### src/rtl/timer_pkg.sv
// Shared types and helpers for the MM:SS BCD countdown timer.
package timer_pkg;

  typedef enum logic [1:0] {
    ST_IDLE    = 2'd0,
    ST_RUN     = 2'd1,
    ST_PAUSE   = 2'd2,
    ST_EXPIRED = 2'd3
  } state_e;

  localparam logic [3:0] BCD_NINE = 4'd9;
  localparam logic [3:0] BCD_FIVE = 4'd5;

  function automatic logic [3:0] bcd_clamp(input logic [3:0] digit, input logic [3:0] max_digit);
    return (digit > max_digit) ? max_digit : digit;
  endfunction

endpackage

### src/rtl/bcd_digit_down.sv
// One loadable down-counting BCD digit; wraps 0 -> max_i and flags a borrow.
module bcd_digit_down (
  input  logic       clk_i,
  input  logic       rst_i,
  input  logic       en_i,
  input  logic [3:0] max_i,
  input  logic       load_i,
  input  logic [3:0] load_val_i,
  output logic [3:0] digit_o,
  output logic       borrow_o
);

  logic [3:0] digit_q, digit_d;

  always_comb begin
    digit_d = digit_q;
    if (load_i)
      digit_d = load_val_i;
    else if (en_i)
      digit_d = (digit_q == '0) ? max_i : digit_q - 4'd1;
  end

  always_ff @(posedge clk_i or posedge rst_i) begin
    if (rst_i) digit_q <= '0;
    else       digit_q <= digit_d;
  end

  assign digit_o  = digit_q;
  assign borrow_o = en_i & (digit_q == '0);

endmodule

### src/rtl/countdown_timer_bcd.sv
// Loadable MM:SS BCD countdown timer with done pulse and sticky expired state.
// Optional `AUTO_RELOAD_EN: reload the last loaded value at 00:00 and keep running.
module countdown_timer_bcd
  import timer_pkg::*;
#(
  parameter int unsigned MAX_MIN_TENS = 5
) (
  input  logic       clk,
  input  logic       reset,
  input  logic       tick_1hz,
  input  logic       load,
  input  logic [7:0] load_min,
  input  logic [7:0] load_sec,
  input  logic       start,
  input  logic       stop,
  output logic [7:0] min_bcd,
  output logic [7:0] sec_bcd,
  output logic       running,
  output logic       done,
  output logic       expired
);

  localparam logic [3:0] MT_MAX = 4'(MAX_MIN_TENS);

  state_e      state_q, state_d;
  logic        done_q, done_d;
  logic [15:0] count;
  logic [15:0] load_clamped;
  logic [15:0] dig_val;
  logic        dig_load;
  logic        tick_dec;
  logic        terminal;
  logic        reload_hit;
  logic [2:0]  borrow;
  logic        unused_borrow;

  assign load_clamped = {bcd_clamp(load_min[7:4], MT_MAX),  bcd_clamp(load_min[3:0], BCD_NINE),
                         bcd_clamp(load_sec[7:4], BCD_FIVE), bcd_clamp(load_sec[3:0], BCD_NINE)};

  // Decrement only when nothing of higher priority is asserted this cycle.
  assign tick_dec = tick_1hz & (state_q == ST_RUN) & ~load & ~stop;
  assign terminal = tick_dec & (count == 16'h0001);

`ifdef AUTO_RELOAD_EN
  logic [15:0] reload_q;

  always_ff @(posedge clk or posedge reset) begin
    if (reset)     reload_q <= '0;
    else if (load) reload_q <= load_clamped;
  end

  assign reload_hit = terminal & (reload_q != '0);
  assign dig_val    = load ? load_clamped : reload_q;
`else
  assign reload_hit = 1'b0;
  assign dig_val    = load_clamped;
`endif

  assign dig_load = load | reload_hit;

  bcd_digit_down u_sec_units (
    .clk_i(clk), .rst_i(reset), .en_i(tick_dec), .max_i(BCD_NINE),
    .load_i(dig_load), .load_val_i(dig_val[3:0]),
    .digit_o(count[3:0]), .borrow_o(borrow[0])
  );

  bcd_digit_down u_sec_tens (
    .clk_i(clk), .rst_i(reset), .en_i(borrow[0]), .max_i(BCD_FIVE),
    .load_i(dig_load), .load_val_i(dig_val[7:4]),
    .digit_o(count[7:4]), .borrow_o(borrow[1])
  );

  bcd_digit_down u_min_units (
    .clk_i(clk), .rst_i(reset), .en_i(borrow[1]), .max_i(BCD_NINE),
    .load_i(dig_load), .load_val_i(dig_val[11:8]),
    .digit_o(count[11:8]), .borrow_o(borrow[2])
  );

  // Counting stops at 00:00, so the top digit never actually borrows.
  bcd_digit_down u_min_tens (
    .clk_i(clk), .rst_i(reset), .en_i(borrow[2]), .max_i(MT_MAX),
    .load_i(dig_load), .load_val_i(dig_val[15:12]),
    .digit_o(count[15:12]), .borrow_o(unused_borrow)
  );

  always_ff @(posedge clk or posedge reset) begin
    if (reset) begin
      state_q <= ST_IDLE;
      done_q  <= 1'b0;
    end else begin
      state_q <= state_d;
      done_q  <= done_d;
    end
  end

  always_comb begin
    state_d = state_q;
    done_d  = terminal;
    if (load) begin
      state_d = ST_IDLE;
    end else begin
      unique case (state_q)
        ST_IDLE:    if (!stop && start && count != '0) state_d = ST_RUN;
        ST_RUN:     if (stop) state_d = ST_PAUSE;
                    else if (terminal && !reload_hit) state_d = ST_EXPIRED;
        ST_PAUSE:   if (!stop && start) state_d = ST_RUN;
        ST_EXPIRED: state_d = ST_EXPIRED;
        default:    state_d = ST_IDLE;
      endcase
    end
  end

  always_comb begin
    min_bcd = count[15:8];
    sec_bcd = count[7:0];
    running = (state_q == ST_RUN);
    expired = (state_q == ST_EXPIRED);
    done    = done_q;
  end

endmodule

### config.mk
export PLATFORM = sky130hd
export DESIGN_NAME = countdown_timer_bcd
export DESIGN_NICKNAME = d
export VERILOG_FILES = /design/src/rtl/timer_pkg.sv /design/src/rtl/bcd_digit_down.sv /design/src/rtl/countdown_timer_bcd.sv
export SDC_FILE = /design/constraint.sdc
export NUM_CORES = 1
export LEC_CHECK = 0
export ABC_AREA = 1
export CAP_MARGIN = 0
export CORE_ASPECT_RATIO = 0.7
export CORE_MARGIN = 3
export CORE_UTILIZATION = 25
export CTS_CLUSTER_DIAMETER = 50
export DETAILED_ROUTE_END_ITERATION = 8
export GPL_TIMING_DRIVEN = 0
export PLACE_DENSITY_LB_ADDON = 0.15
export SYNTH_ARGS = -nofsm -noshare
export SYNTH_HDL_FRONTEND = slang
export SYNTH_SLANG_ARGS = --single-unit
### constraint.sdc
create_clock -name clk -period 1.3 [get_ports clk]
set_input_delay 0.26 -clock clk [delete_from_list [all_inputs] [get_ports clk]]
set_output_delay 0.26 -clock clk [all_outputs]
set_load 0.02 [all_outputs]
# == Word level (Yosys, flattened, before mapping) ==
# Index checks and enable logic that the tools add are counted.
# Widths: inputs -> output; s select.
# totals
ff_bits,19
out_inout_bits,19
# classes
add_sub_neg,4
magnitude_cmp,4
n_eq_ne,7
n_mux,22
n_bitwise,9
n_reduce_logical,14
# op_table
op,n
$mux 4,16
$eq 16x1->1 const B,1
$logic_not 4->1,4
$reduce_bool 16->1,1
$sub 4x1->4 const B,4
$mux 2,5
$gt 4x3->1 const B,2
$gt 4x4->1 const B,2
$pmux 2 s4,1
$reduce_bool 2->1,4
$and 1x1->1,7
$ne 3x3->1 const B,2
$eq 2x2->1 const B,2
$ne 4x3->1 const B,1
$reduce_and 3->1,1
$eq 2x1->1 const B,1
$logic_and 1x1->1,2
$logic_not 2->1,1
$not 1->1,2
$logic_not 1->1,1

# == Longest topological paths before layout ==
# Gate-level depths: netlist of run 1.
# logic_depth
ltp_word,9
mapped_depth,10

# == Hierarchy ==
# A second synthesis of run 1 with hierarchy kept.
# unflattened
cells_unflattened,261
area_unflattened_um2,1614.0
# by_module_without_submodules
module,instances,cells_per_inst,area_each_um2
bcd_digit_down,4,47,301.5
countdown_timer_bcd,1,73,407.9

# == Least setup slack after synthesis of run 1 ==
# No wires, ideal clock.
# synth_timing
path_type,flip-flop to flip-flop
startpoint,"register u_sec_units.digit_q[2], in the netlist u_sec_units.digit_o[2]"
endpoint,"register u_min_units.digit_q[1], in the netlist u_min_units.digit_o[1]"
setup_time_ns,0.117
arrival_time_ns,1.234
required_ns,1.183
setup_slack_ns,-0.051
stages_incl_launch_ff,10
period_less_slack_ns,1.351
path_cell_list,dfrtp_1 -> nor2_1 -> nand2_2 -> nor2_4 -> nand2_2 -> nand2_2 -> buf_6 -> nand2_1 -> nand2_1 -> nand2_1
# synth_between
elab_chain_len,4
# synth_lines
element,line_no,text
start: declaration,bcd_digit_down.sv:13,"logic [3:0] digit_q, digit_d;"
start signal: assignment,bcd_digit_down.sv:25,else digit_q <= digit_d;
$logic_not 4->1,bcd_digit_down.sv:29,assign borrow_o = en_i & (digit_q == '0);
$and 1x1->1 (2 in a row),bcd_digit_down.sv:29,
$reduce_bool 2->1 (no line),n/a,
end signal: assignment,bcd_digit_down.sv:25,
end: declaration,bcd_digit_down.sv:13,
# No other way between the ends.
# A chain may end at the register's enable or synchronous reset.

# == Worst setup path after layout of run 1 ==
# layout_timing
startpoint,"register u_min_units.digit_q[0], in the netlist u_min_units.digit_o[0]"
endpoint,output port min_bcd[0]
# layout_lines
element,line_no,text
end: declaration,countdown_timer_bcd.sv:16,"output logic [7:0] min_bcd,"
# No word-level cell between the ends.

==> results.yml, run 1 <==
logic_synthesis:
  synth_ff_type: "dfrtp_1"
  yosysTopAreaCell: "dfrtp_1"
  synthDominantCellAreaShare_pct: 38.3
  synth.most_common_cell: "nand2_1"
  synth_cell_types: 23
  synth_edf_count: 0
  synth_area_leaders: "dfrtp_1, nand2_1, nor2_1"
  syn_inst: 187
  ys_async_sr_fraction_pct: 100
  avgSynthCellArea_um2: 6.63
  yosysSeqAreaShare_pct: 38.3
  syn-cell-area_mm2: 0.00124
  ys_warn_count: 0
  ys_ff_latch: 19
  ys_top_cells_by_count: "nand2_1, nor2_1, dfrtp_1, inv_1, nand3_1"
  synth_nets: 209
placed_design:
  place_area_mm2: 0.00174
  place_hpwl_um: 2730
  io_buffers: 40
  gp_congestion: 0.818
finish:
  drive_gt1_share_pct: 24.9
  seqCellArea_um2: 479
  areaGrowthSynthToFinish_pct: 52.3
  antenna_cells: 0
  utilization_pct: 41.5
  multi_input_area_um2: 706
  nets: 268
  fill_cells: 503
  finish.instance_area_mm2: 0.00189
grt:
  antenna_found_initial: 0
  grt_pass1_wl_um: 6240
  grt_remaining_overflow: 0
  grt_pass1_vias: 1270
  grt_max_degree: 20
  track_usage_pct: 13.4
sta:
  maxSlewHeadroom_pct: 49.2
  maxSlewViolCount: 0
  setup_viol: 3
  fin_ws_ns: -0.0227
  fin_crit_ns: 1.32
  tightest_slew_ns: 0.761
  rsz0062_at_grt: "true"
  max_freq_mhz: 756
  clock_skew_ns: 0.00448
  period_share_pct: 102
  hold_viol_final: 0
clocking:
  clockBufferDepth: 2
  cts_max_level: 1
  clk_latency_ns: 0.26
  root_buffer: "clkbuf_8"
  cts_tree: "built"
  cts_made_buffers: 3
  holdBufCountCts: 0
  cts.sinks: 19
  path_clk_slew_ns: 0.08
run_status:
  status: "finished, violations left"
  violations: "setup timing"
floorplanning:
  die_h_um: 64.9
  core-area_mm2: 0.00455
  dieArea_mm2: 0.00585
  rows: 20
  start_util_pct: 27.2
  die_width_um: 90.2
  ios: 41
critical_path:
  critPathMaxStageDelay_ns: 0.43
  crit_chain: "dlygate4sd2_1"
  reg2reg_depth: 9
  reg2reg_slack_ns: -0.01
  critPathLaunchType: "register"
  endpoint_kind: "output pin"
  regToRegStartpoint: "state_q[1]$_DFFE_PP0P_"
  critical_path.top_delay_family: "flip-flops"
  worstPathRequired_ns: 1.04
  slowest_stage: "dfrtp_1"
  r2r_end: "u_min_units.digit_o[1]$_DFFE_PP0P_"
  path_class: "reg2out"
  cp.arrival_ns: 1.06
  crit_fanout: 4
  cp_num_buf_inv: 1
flow_run:
  max-cap-violations: 0
pwr:
  power.leakage_nw: 0.944
  p_per_area_mw_per_mm2: 1120
  peakVddDrop_mv: 0.311
detailed_routing:
  wl_um: 3700
  dr.pass1.iters: 4
  ant_nets: 0
  drc: 0
  drt_iter0_drc: 56
  wl_per_cell_um: 11.9
  drt-vias-per-instance: 4.35
  num_vias: 1354
min_path:
  hold_class: "in2async"
[where the power goes]
group / switching (mW) / internal [mW] / total (mW) / leakage (nW)
logic: 0.502 / 0.380 / 0.882 / 0.682
clock network: 0.220 / 0.214 / 0.434 / 0.0255
registers: 0.123 / 0.685 / 0.808 / 0.237
total: 0.845 / 1.28 / 2.12 / 0.944
[what timing repair did]
item,CTS,global route
pin swaps,1,9
endpoints found under the hold margin,0,0
endpoints found under the setup margin,37,32
setup buffers,8,5
cloned,1,0
resized for setup,44,22
[per-layer routing]
metal	vias up	GRT usage, %	routed length (µm)
li1	711	-	-
met1	600	20.7	2050
met2	39	17.5	1380
met3	4	4.41	242
met4	0	2.86	29
met5	-	0	0
[through the flow]
stage | power (mW) | worst slack (ns) | hold WS (ns) | std cells | setup TNS, ns
detailed placement | 1.64 | -0.514 | 0.510 | 293 | -8.13
finish | 2.12 | -0.0227 | 0.426 | 311 | -0.0408
global placement | 1.63 | -0.515 | 0.516 | 293 | -7.86
global route | 2.27 | -0.0783 | 0.491 | 311 | -0.738
floorplan | 1.28 | 0.00585 | 0.211 | 187 | 0
CTS | 2.08 | -0.0326 | 0.452 | 306 | -0.0482
[final cells by class]
cell class | count | area share (%)
buffer | 4 | 1.72
inverter | 23 | 4.57
clock buffer | 3 | 2.19
clock inverter | 1 | 0.265
sequential | 19 | 25.4
timing repair buffer | 54 | 24.1
tap | 66 | 4.37
multi-input combinational | 141 | 37.4
[how the worst max path moves through the flow]
stage	slack, ns	startpoint	endpoint	cells after the start
CTS	-0.03	u_sec_tens.digit_o[0]$_DFFE_PP0P_	u_min_units.digit_o[1]$_DFFE_PP0P_	9
finish	-0.02	u_min_units.digit_o[0]$_DFFE_PP0P_	min_bcd[0]	1
detailed placement	-0.51	load	u_min_units.digit_o[1]$_DFFE_PP0P_	10
floorplan	0.006	u_sec_units.digit_o[0]$_DFFE_PP0P_	u_min_units.digit_o[1]$_DFFE_PP0P_	9
global route	-0.08	state_q[1]$_DFFE_PP0P_	u_min_units.digit_o[1]$_DFFE_PP0P_	9
global placement	-0.52	load	u_min_units.digit_o[1]$_DFFE_PP0P_	10
[state kept, by name, indices dropped and copies added, names as in the netlist]
signal               count
done                     1
u_min_tens.digit_o       4
u_min_units.digit_o      4
u_sec_units.digit_o      4
u_sec_tens.digit_o       4
state_q                  2
[logic make-up (layout without fill, tap and decap cells)]
| family | count (synthesis) | after routing | share of synthesized area, % |
|---|---|---|---|
| buffers and inverters | 27 | 85 | 9.59 |
| XOR/XNOR | 1 | 1 | 0.706 |
| flip-flops | 19 | 19 | 38.3 |
| AND/OR/NAND/NOR | 116 | 116 | 41.0 |
| AO/OA/AOI/OAI | 24 | 24 | 10.4 |
[cell usage in the layout (no fill, tap or decap), drive strengths merged, types with 7 or more instances in the layout]
| cell type | Yosys | final |
|---|---|---|
| dfrtp | 19 | 19 |
| inv | 23 | 23 |
| nand2 | 63 | 63 |
| nor2 | 30 | 30 |
| dlygate4sd2 | 0 | 7 |
| buf | 4 | 20 |
| clkdlybuf4s50 | 0 | 19 |
| nand3 | 18 | 18 |
| o21ai | 14 | 14 |
| clkbuf | 0 | 11 |
Power figures use the tool's default switching activity.
==> run 2, diff against run 1 <==
--- a/config.mk
+++ b/config.mk
@@ -13,6 +13,7 @@
 export CTS_CLUSTER_DIAMETER = 50
 export DETAILED_ROUTE_END_ITERATION = 8
 export GPL_TIMING_DRIVEN = 0
+export HOLD_SLACK_MARGIN = 0.05
 export PLACE_DENSITY_LB_ADDON = 0.15
 export SYNTH_ARGS = -nofsm -noshare
 export SYNTH_HDL_FRONTEND = slang
==> results of run 2 <==
No change in the layout: final DEF, timing and power equal those of run 1.
